===== src/rtl/carpma_birimi_hatli_if.sv =====
// Issue/result bundle between the execute-stage hazard logic and the pipelined multiplier.
// Handshake: an operation is taken when gecerli_i=1, durdur_i=0 and temizle_i=0; there is no ready,
// so the issuer holds its operation while durdur_i=1. gecerli_o marks one result per advancing cycle
// and simply holds (not a new result) while durdur_i=1.
interface carpma_birimi_hatli_if #(
  parameter int XLEN     = 32,
  parameter int ETIKET_W = 5
);
  logic                durdur_i;
  logic                temizle_i;
  logic                gecerli_i;
  logic [1:0]          kontrol_i;
  logic [XLEN-1:0]     deger1_i;
  logic [XLEN-1:0]     deger2_i;
  logic [ETIKET_W-1:0] etiket_i;
  logic [XLEN-1:0]     sonuc_o;
  logic                gecerli_o;
  logic [ETIKET_W-1:0] etiket_o;
  logic                mesgul_o;

  modport master (
    output durdur_i, temizle_i, gecerli_i, kontrol_i, deger1_i, deger2_i, etiket_i,
    input  sonuc_o, gecerli_o, etiket_o, mesgul_o
  );

  modport slave (
    input  durdur_i, temizle_i, gecerli_i, kontrol_i, deger1_i, deger2_i, etiket_i,
    output sonuc_o, gecerli_o, etiket_o, mesgul_o
  );
endinterface


===== src/rtl/carpma_birimi_hatli.sv =====
// Fully pipelined RISC-V M-extension multiplier (MUL/MULH/MULHSU/MULHU) with per-stage valid,
// tag pass-through, stall and flush. Latency is exactly ASAMA cycles; outputs come straight from flops.
module carpma_birimi_hatli #(
  parameter int XLEN     = 32,
  parameter int ASAMA    = 2,
  parameter int ETIKET_W = 5
) (
  input  logic                 clk_i,
  input  logic                 rst_i,
  carpma_birimi_hatli_if.slave bus
);

  localparam logic [1:0] CARPMA_MUL    = 2'b00;
  localparam logic [1:0] CARPMA_MULH   = 2'b01;
  localparam logic [1:0] CARPMA_MULHSU = 2'b10;
  localparam logic [1:0] CARPMA_MULHU  = 2'b11;
  localparam int         PW            = 2 * XLEN + 2;

  function automatic logic [XLEN:0] genislet(input logic [XLEN-1:0] v, input logic isaretli);
    return {isaretli & v[XLEN-1], v};
  endfunction

  // Both operands are XLEN+1 signed, so one signed multiplier covers all four flavours.
  function automatic logic [2*XLEN-1:0] carp(input logic signed [XLEN:0] a,
                                             input logic signed [XLEN:0] b);
    logic signed [PW-1:0] p;
    p = a * b;
    return p[2*XLEN-1:0];
  endfunction

  function automatic logic [XLEN-1:0] sec(input logic [2*XLEN-1:0] p, input logic [1:0] op);
    return (op == CARPMA_MUL) ? p[XLEN-1:0] : p[2*XLEN-1:XLEN];
  endfunction

  logic ilerle;
  logic isaretli1;
  logic isaretli2;

  assign ilerle    = ~bus.durdur_i;
  assign isaretli1 = (bus.kontrol_i != CARPMA_MULHU);
  assign isaretli2 = (bus.kontrol_i == CARPMA_MUL) || (bus.kontrol_i == CARPMA_MULH);

  logic [ASAMA-1:0]    val_q, val_d;
  logic [1:0]          op_q [ASAMA];
  logic [1:0]          op_d [ASAMA];
  logic [ETIKET_W-1:0] etk_q[ASAMA];
  logic [ETIKET_W-1:0] etk_d[ASAMA];
  logic [XLEN-1:0]     sonuc_q, sonuc_d;

  // Control shift register; flush wins over stall so a mispredict kills work even while frozen.
  always_comb begin
    val_d = val_q;
    op_d  = op_q;
    etk_d = etk_q;
    if (ilerle) begin
      val_d[0] = bus.gecerli_i;
      op_d[0]  = bus.kontrol_i;
      etk_d[0] = bus.etiket_i;
      for (int i = 1; i < ASAMA; i++) begin
        val_d[i] = val_q[i-1];
        op_d[i]  = op_q[i-1];
        etk_d[i] = etk_q[i-1];
      end
    end
    if (bus.temizle_i) begin
      val_d = '0;
    end
  end

  always_ff @(posedge clk_i) begin
    if (rst_i) begin
      val_q   <= '0;
      op_q    <= '{default: '0};
      etk_q   <= '{default: '0};
      sonuc_q <= '0;
    end else begin
      val_q   <= val_d;
      op_q    <= op_d;
      etk_q   <= etk_d;
      sonuc_q <= sonuc_d;
    end
  end

  if (ASAMA == 1) begin : g_tek
    always_comb begin
      sonuc_d = sonuc_q;
      if (ilerle) begin
        sonuc_d = sec(carp(genislet(bus.deger1_i, isaretli1), genislet(bus.deger2_i, isaretli2)),
                      bus.kontrol_i);
      end
    end
  end else begin : g_cok
    logic [XLEN:0] a_q, a_d;
    logic [XLEN:0] b_q, b_d;

    // Stage 1 holds the extended operands; bubbles may overwrite them harmlessly.
    always_comb begin
      a_d = a_q;
      b_d = b_q;
      if (ilerle) begin
        a_d = genislet(bus.deger1_i, isaretli1);
        b_d = genislet(bus.deger2_i, isaretli2);
      end
    end

    always_ff @(posedge clk_i) begin
      if (rst_i) begin
        a_q <= '0;
        b_q <= '0;
      end else begin
        a_q <= a_d;
        b_q <= b_d;
      end
    end

    if (ASAMA == 2) begin : g_iki
      always_comb begin
        sonuc_d = sonuc_q;
        if (ilerle) begin
          sonuc_d = sec(carp(a_q, b_q), op_q[0]);
        end
      end
    end else begin : g_uzun
      logic [2*XLEN-1:0] car_q[ASAMA-2];
      logic [2*XLEN-1:0] car_d[ASAMA-2];

      // The full product is formed once, then carried until the result select before the output flop.
      always_comb begin
        car_d   = car_q;
        sonuc_d = sonuc_q;
        if (ilerle) begin
          car_d[0] = carp(a_q, b_q);
          for (int i = 1; i < ASAMA - 2; i++) begin
            car_d[i] = car_q[i-1];
          end
          sonuc_d = sec(car_q[ASAMA-3], op_q[ASAMA-2]);
        end
      end

      always_ff @(posedge clk_i) begin
        if (rst_i) begin
          car_q <= '{default: '0};
        end else begin
          car_q <= car_d;
        end
      end
    end
  end

  assign bus.sonuc_o   = sonuc_q;
  assign bus.gecerli_o = val_q[ASAMA-1];
  assign bus.etiket_o  = etk_q[ASAMA-1];
  assign bus.mesgul_o  = |val_q;

endmodule


===== src/flat_wrapper.sv =====
// flat-port wrapper written by rule: the top's interface ports become plain ports
module carpma_birimi_hatli_flat 
#(
  parameter int XLEN     = 32,
  parameter int ASAMA    = 2,
  parameter int ETIKET_W = 5
)
  (clk_i, rst_i, bus_durdur_i, bus_temizle_i, bus_gecerli_i, bus_kontrol_i, bus_deger1_i, bus_deger2_i, bus_etiket_i, bus_sonuc_o, bus_gecerli_o, bus_etiket_o, bus_mesgul_o);
  carpma_birimi_hatli_if #(.XLEN(XLEN), .ETIKET_W(ETIKET_W)) bus_i ();
  input  logic clk_i;
  input  logic rst_i;
  input wire logic [$bits(bus_i.durdur_i)-1:0] bus_durdur_i;
  input wire logic [$bits(bus_i.temizle_i)-1:0] bus_temizle_i;
  input wire logic [$bits(bus_i.gecerli_i)-1:0] bus_gecerli_i;
  input wire logic [$bits(bus_i.kontrol_i)-1:0] bus_kontrol_i;
  input wire logic [$bits(bus_i.deger1_i)-1:0] bus_deger1_i;
  input wire logic [$bits(bus_i.deger2_i)-1:0] bus_deger2_i;
  input wire logic [$bits(bus_i.etiket_i)-1:0] bus_etiket_i;
  output wire logic [$bits(bus_i.sonuc_o)-1:0] bus_sonuc_o;
  output wire logic [$bits(bus_i.gecerli_o)-1:0] bus_gecerli_o;
  output wire logic [$bits(bus_i.etiket_o)-1:0] bus_etiket_o;
  output wire logic [$bits(bus_i.mesgul_o)-1:0] bus_mesgul_o;
  assign bus_i.durdur_i = bus_durdur_i;
  assign bus_i.temizle_i = bus_temizle_i;
  assign bus_i.gecerli_i = bus_gecerli_i;
  assign bus_i.kontrol_i = bus_kontrol_i;
  assign bus_i.deger1_i = bus_deger1_i;
  assign bus_i.deger2_i = bus_deger2_i;
  assign bus_i.etiket_i = bus_etiket_i;
  assign bus_sonuc_o = bus_i.sonuc_o;
  assign bus_gecerli_o = bus_i.gecerli_o;
  assign bus_etiket_o = bus_i.etiket_o;
  assign bus_mesgul_o = bus_i.mesgul_o;
  carpma_birimi_hatli #(.XLEN(XLEN), .ASAMA(ASAMA), .ETIKET_W(ETIKET_W)) u_core (.clk_i(clk_i), .rst_i(rst_i), .bus(bus_i));
endmodule

===== config.mk =====
export PLATFORM = sky130hd
export DESIGN_NAME = carpma_birimi_hatli_flat
export DESIGN_NICKNAME = d
export VERILOG_FILES = /design/src/rtl/carpma_birimi_hatli_if.sv /design/src/rtl/carpma_birimi_hatli.sv /design/src/flat_wrapper.sv
export SDC_FILE = /design/constraint.sdc
export NUM_CORES = 2
export LEC_CHECK = 0
export ABC_AREA = 0
export CAP_MARGIN = 25
export CORE_UTILIZATION = 30
export DETAILED_ROUTE_END_ITERATION = 10
export GPL_TIMING_DRIVEN = 0
export SYNTH_ARGS = -nofsm -noshare
export SYNTH_HDL_FRONTEND = slang
export SYNTH_SLANG_ARGS = --single-unit

===== constraint.sdc =====
create_clock -name clk_i -period 9.2 [get_ports clk_i]
set_input_delay 1.84 -clock clk_i [delete_from_list [all_inputs] [get_ports clk_i]]
set_output_delay 1.84 -clock clk_i [all_outputs]
set_load 0.005 [all_outputs]

==> impl_metrics.yaml <==
run_status:
  status: "complete, no violations"
critical_path:
  ff2ff_setup_slack_ns: 0.11
  crit_fanout: 10
  cp_num_buf_inv: 6
  rr_startpoint: "u_core.g_cok.b_q[14]"
  path_depth: 26
  worst_setup_path_end_kind: "register"
  worst_path_max_delay_cell: "clkbuf_1"
  required_ns: 9.56
  crit_family: "adder cells"
  reg2reg_depth: 26
  cp-startpoint: "u_core.g_cok.b_q[14]"
  cpPeakStageDelay_ns: 0.76
  path_common_cell: "fa_1"
  worstReg2RegEnd: "u_core.bus.sonuc_o[11]"
  critPathArrivalTime_ns: 9.44
  timing_worst_setup_path_type: "reg -> reg"
  startpoint_type: "register"
placed_design:
  placed_area_mm2: 0.0466
  pre_cts_ws_ns: -0.642
  dp_hpwl_um: 147000
  portBuffers: 112
  gp_congestion: 1.01
sta:
  fin_crit_ns: 9.09
  fin_crit_sh_pct: 98.8
  max_freq_mhz: 110
  setup_viol: 0
  worst_slack_ns: 0.114
  slew_headroom_pct: 23.9
  worstMarginPinSlew_ns: 1.14
  finClkSkew_ns: 0.0420
  finalHoldViolCount: 0
  drv_slew: 0
clocking:
  clk_path_buf_depth: 2
  cts_buffers: 9
  insertion_delay_ns: 0.49
  path_clk_slew_ns: 0.14
  cts_tree: "yes"
  clockRootBuffer: "clkbuf_16"
  clock-sinks: 112
  htreeDepth: 3
yosys:
  synth_ff_type: "dfxtp_1"
  synth_warnings: 0
  async_flop_share_pct: 0
  yosysSeqAreaShare_pct: 5.22
  synth_edf_count: 0
  yosys.cell_types.count: 80
  syn_area_per_cell_um2: 9.22
  ys_ff_latch: 112
  synthCells: 4657
  syn_nets: 6070
  syn_area_mm2: 0.0429
pwr:
  pwr-share-comb_pct: 80.8
  p_seq_share_pct: 10.7
  report.power.total_mw: 5.96
  leakagePower_nw: 23.7
  p_int_mw: 2.44
  p_per_area_mw_per_mm2: 126
  p_sw_share_pct: 59.0
  vdd_drop_max_mv: 0.121
  p_clk_share_pct: 8.5
  power_switching_mw: 3.52
detailed_routing:
  wl_per_cell_um: 25.5
  ant_nets: 0
  first_pass_iters: 5
  drt_iter0_markers: 3113
  drc: 0
  routed_wl_um: 171000
  routed_via_density: 4.95
  vias: 33200
floorplan:
  core_area_mm2: 0.142
  start_util_pct: 30.3
  die_y_um: 380
  num_rows: 138
  num_io_pins: 115
  dieArea_mm2: 0.145
  die_x_um: 380
layout:
  layout.cells.most_common_list: "fa_1 (1122), inv_1 (1108), nand2_1 (587)"
  drive_gt1_share_pct: 3.62
  design_area_mm2: 0.0472
  layout_commonest_cell: "fa_1"
  fin_nets: 6219
  syn_to_final_growth_pct: 10.1
worst_hold_path:
  min-delay-start: "u_core.bus.sonuc_o[12]"
  hold_depth: 2
  min_to: "u_core.bus.sonuc_o[12]"
  min_path_type: "reg -> reg"
global_routing:
  overflow: 0
  grt_usage_pct: 24.0
  grt_pass1_vias: 35000
  grt_pass1_wl_um: 247000
  antenna_found_initial: 24
  grt_start_max_net_pins: 22
flow_run:
  cap_violations: 0
==> stage by stage <==
stage	utilization [%]	TNS, ns	hold slack (ns)	std cells
final	33.3	0	0.478	6713
after global routing	33.3	-0.00191	0.491	6701
after CTS	33.1	0	0.480	6689
after detailed placement	32.9	-4.08	0.465	6672
after global placement	32.7	-4.30	0.455	6659
after floorplan	-	0	0.457	4657
==> worst min-delay path: stages (launching register included) <==
cell	delay, ns
dfxtp_1	0.32
nand2_1	0.06
a21oi_1	0.06
==> per-layer routing <==
metal,up-vias,wire length (µm),track usage [%]
met4,4,11100,12.7
met3,360,15500,4.12
met5,-,26,0
li1,13800,-,-
met2,1546,77200,37.7
met1,17500,67500,31.5
==> registers in the layout, summed over array words and instances (netlist names) <==
signal / cells
u_core.bus.etiket_o: 5
u_core.op_q: 2
u_core.val_q: 2
u_core.g_cok.b_q: 33
u_core.g_cok.a_q: 33
u_core.etk_q: 5
u_core.bus.sonuc_o: 32
==> worst max path at each step <==
stage                                   to
floorplan           u_core.bus.sonuc_o[26]
global placement    u_core.bus.sonuc_o[23]
detailed placement  u_core.bus.sonuc_o[23]
CTS                 u_core.bus.sonuc_o[30]
global route        u_core.bus.sonuc_o[11]
finish              u_core.bus.sonuc_o[11]
==> Yosys cell counts, drive strengths merged (16+ instances only) <==
cell type,count,area share (%)
xor2,21,0.43
ha,212,6.2
a31oi,18,0.28
nand2,588,5.2
nand3,26,0.33
mux2i,81,1.9
clkbuf,243,2.1
a21oi,90,1.2
dfxtp,112,5.2
nand2b,16,0.23
xnor2,49,1.0
nor2b,30,0.44
buf,24,0.28
o21ai,59,0.72
nor2,137,1.2
and2,535,7.8
a21o,30,0.52
inv,1110,9.7
fa,1125,52
==> cells by family after synthesis <==
family,count (synthesis),share of synthesized area (%)
buffers and inverters,1378,12.1
adder cells (fa/ha/maj),1337,58.7
flip-flops,112,5.22
multiplexers,81,1.89
AND/OR/NAND/NOR,1384,16.0
XOR/XNOR,70,1.43
AO/OA/AOI/OAI,295,4.72
==> what timing repair did <==
action                     4_1_cts  5_1_grt
gates resized for setup         13      167
setup buffers                    1       15
setup endpoints to repair       10       21
pin swaps                        0        1
hold buffers                     0        0
==> power by group through the flow <==
stage	sequential [mW]	clock (mW)	combinational, mW
2_1_floorplan	0.586	0	2.87
3_3_place_gp	0.634	0	4.70
3_5_place_dp	0.635	0	4.71
4_1_cts	0.624	0.512	4.75
5_1_grt	0.638	0.523	5.21
6_report	0.638	0.504	4.82
==> cell type report <==
cell class	instances	area, µm²
fillers	14900	94500
multi-input cells	3167	35500
inverters	1111	4180
well taps	1890	2360
flip-flops and latches	112	2250
repair buffers	144	1480
plain buffers	261	1100
clock buffers	9	225
clock inverters	7	104
diodes	12	30.0
Power figures use the tool's default switching activity.
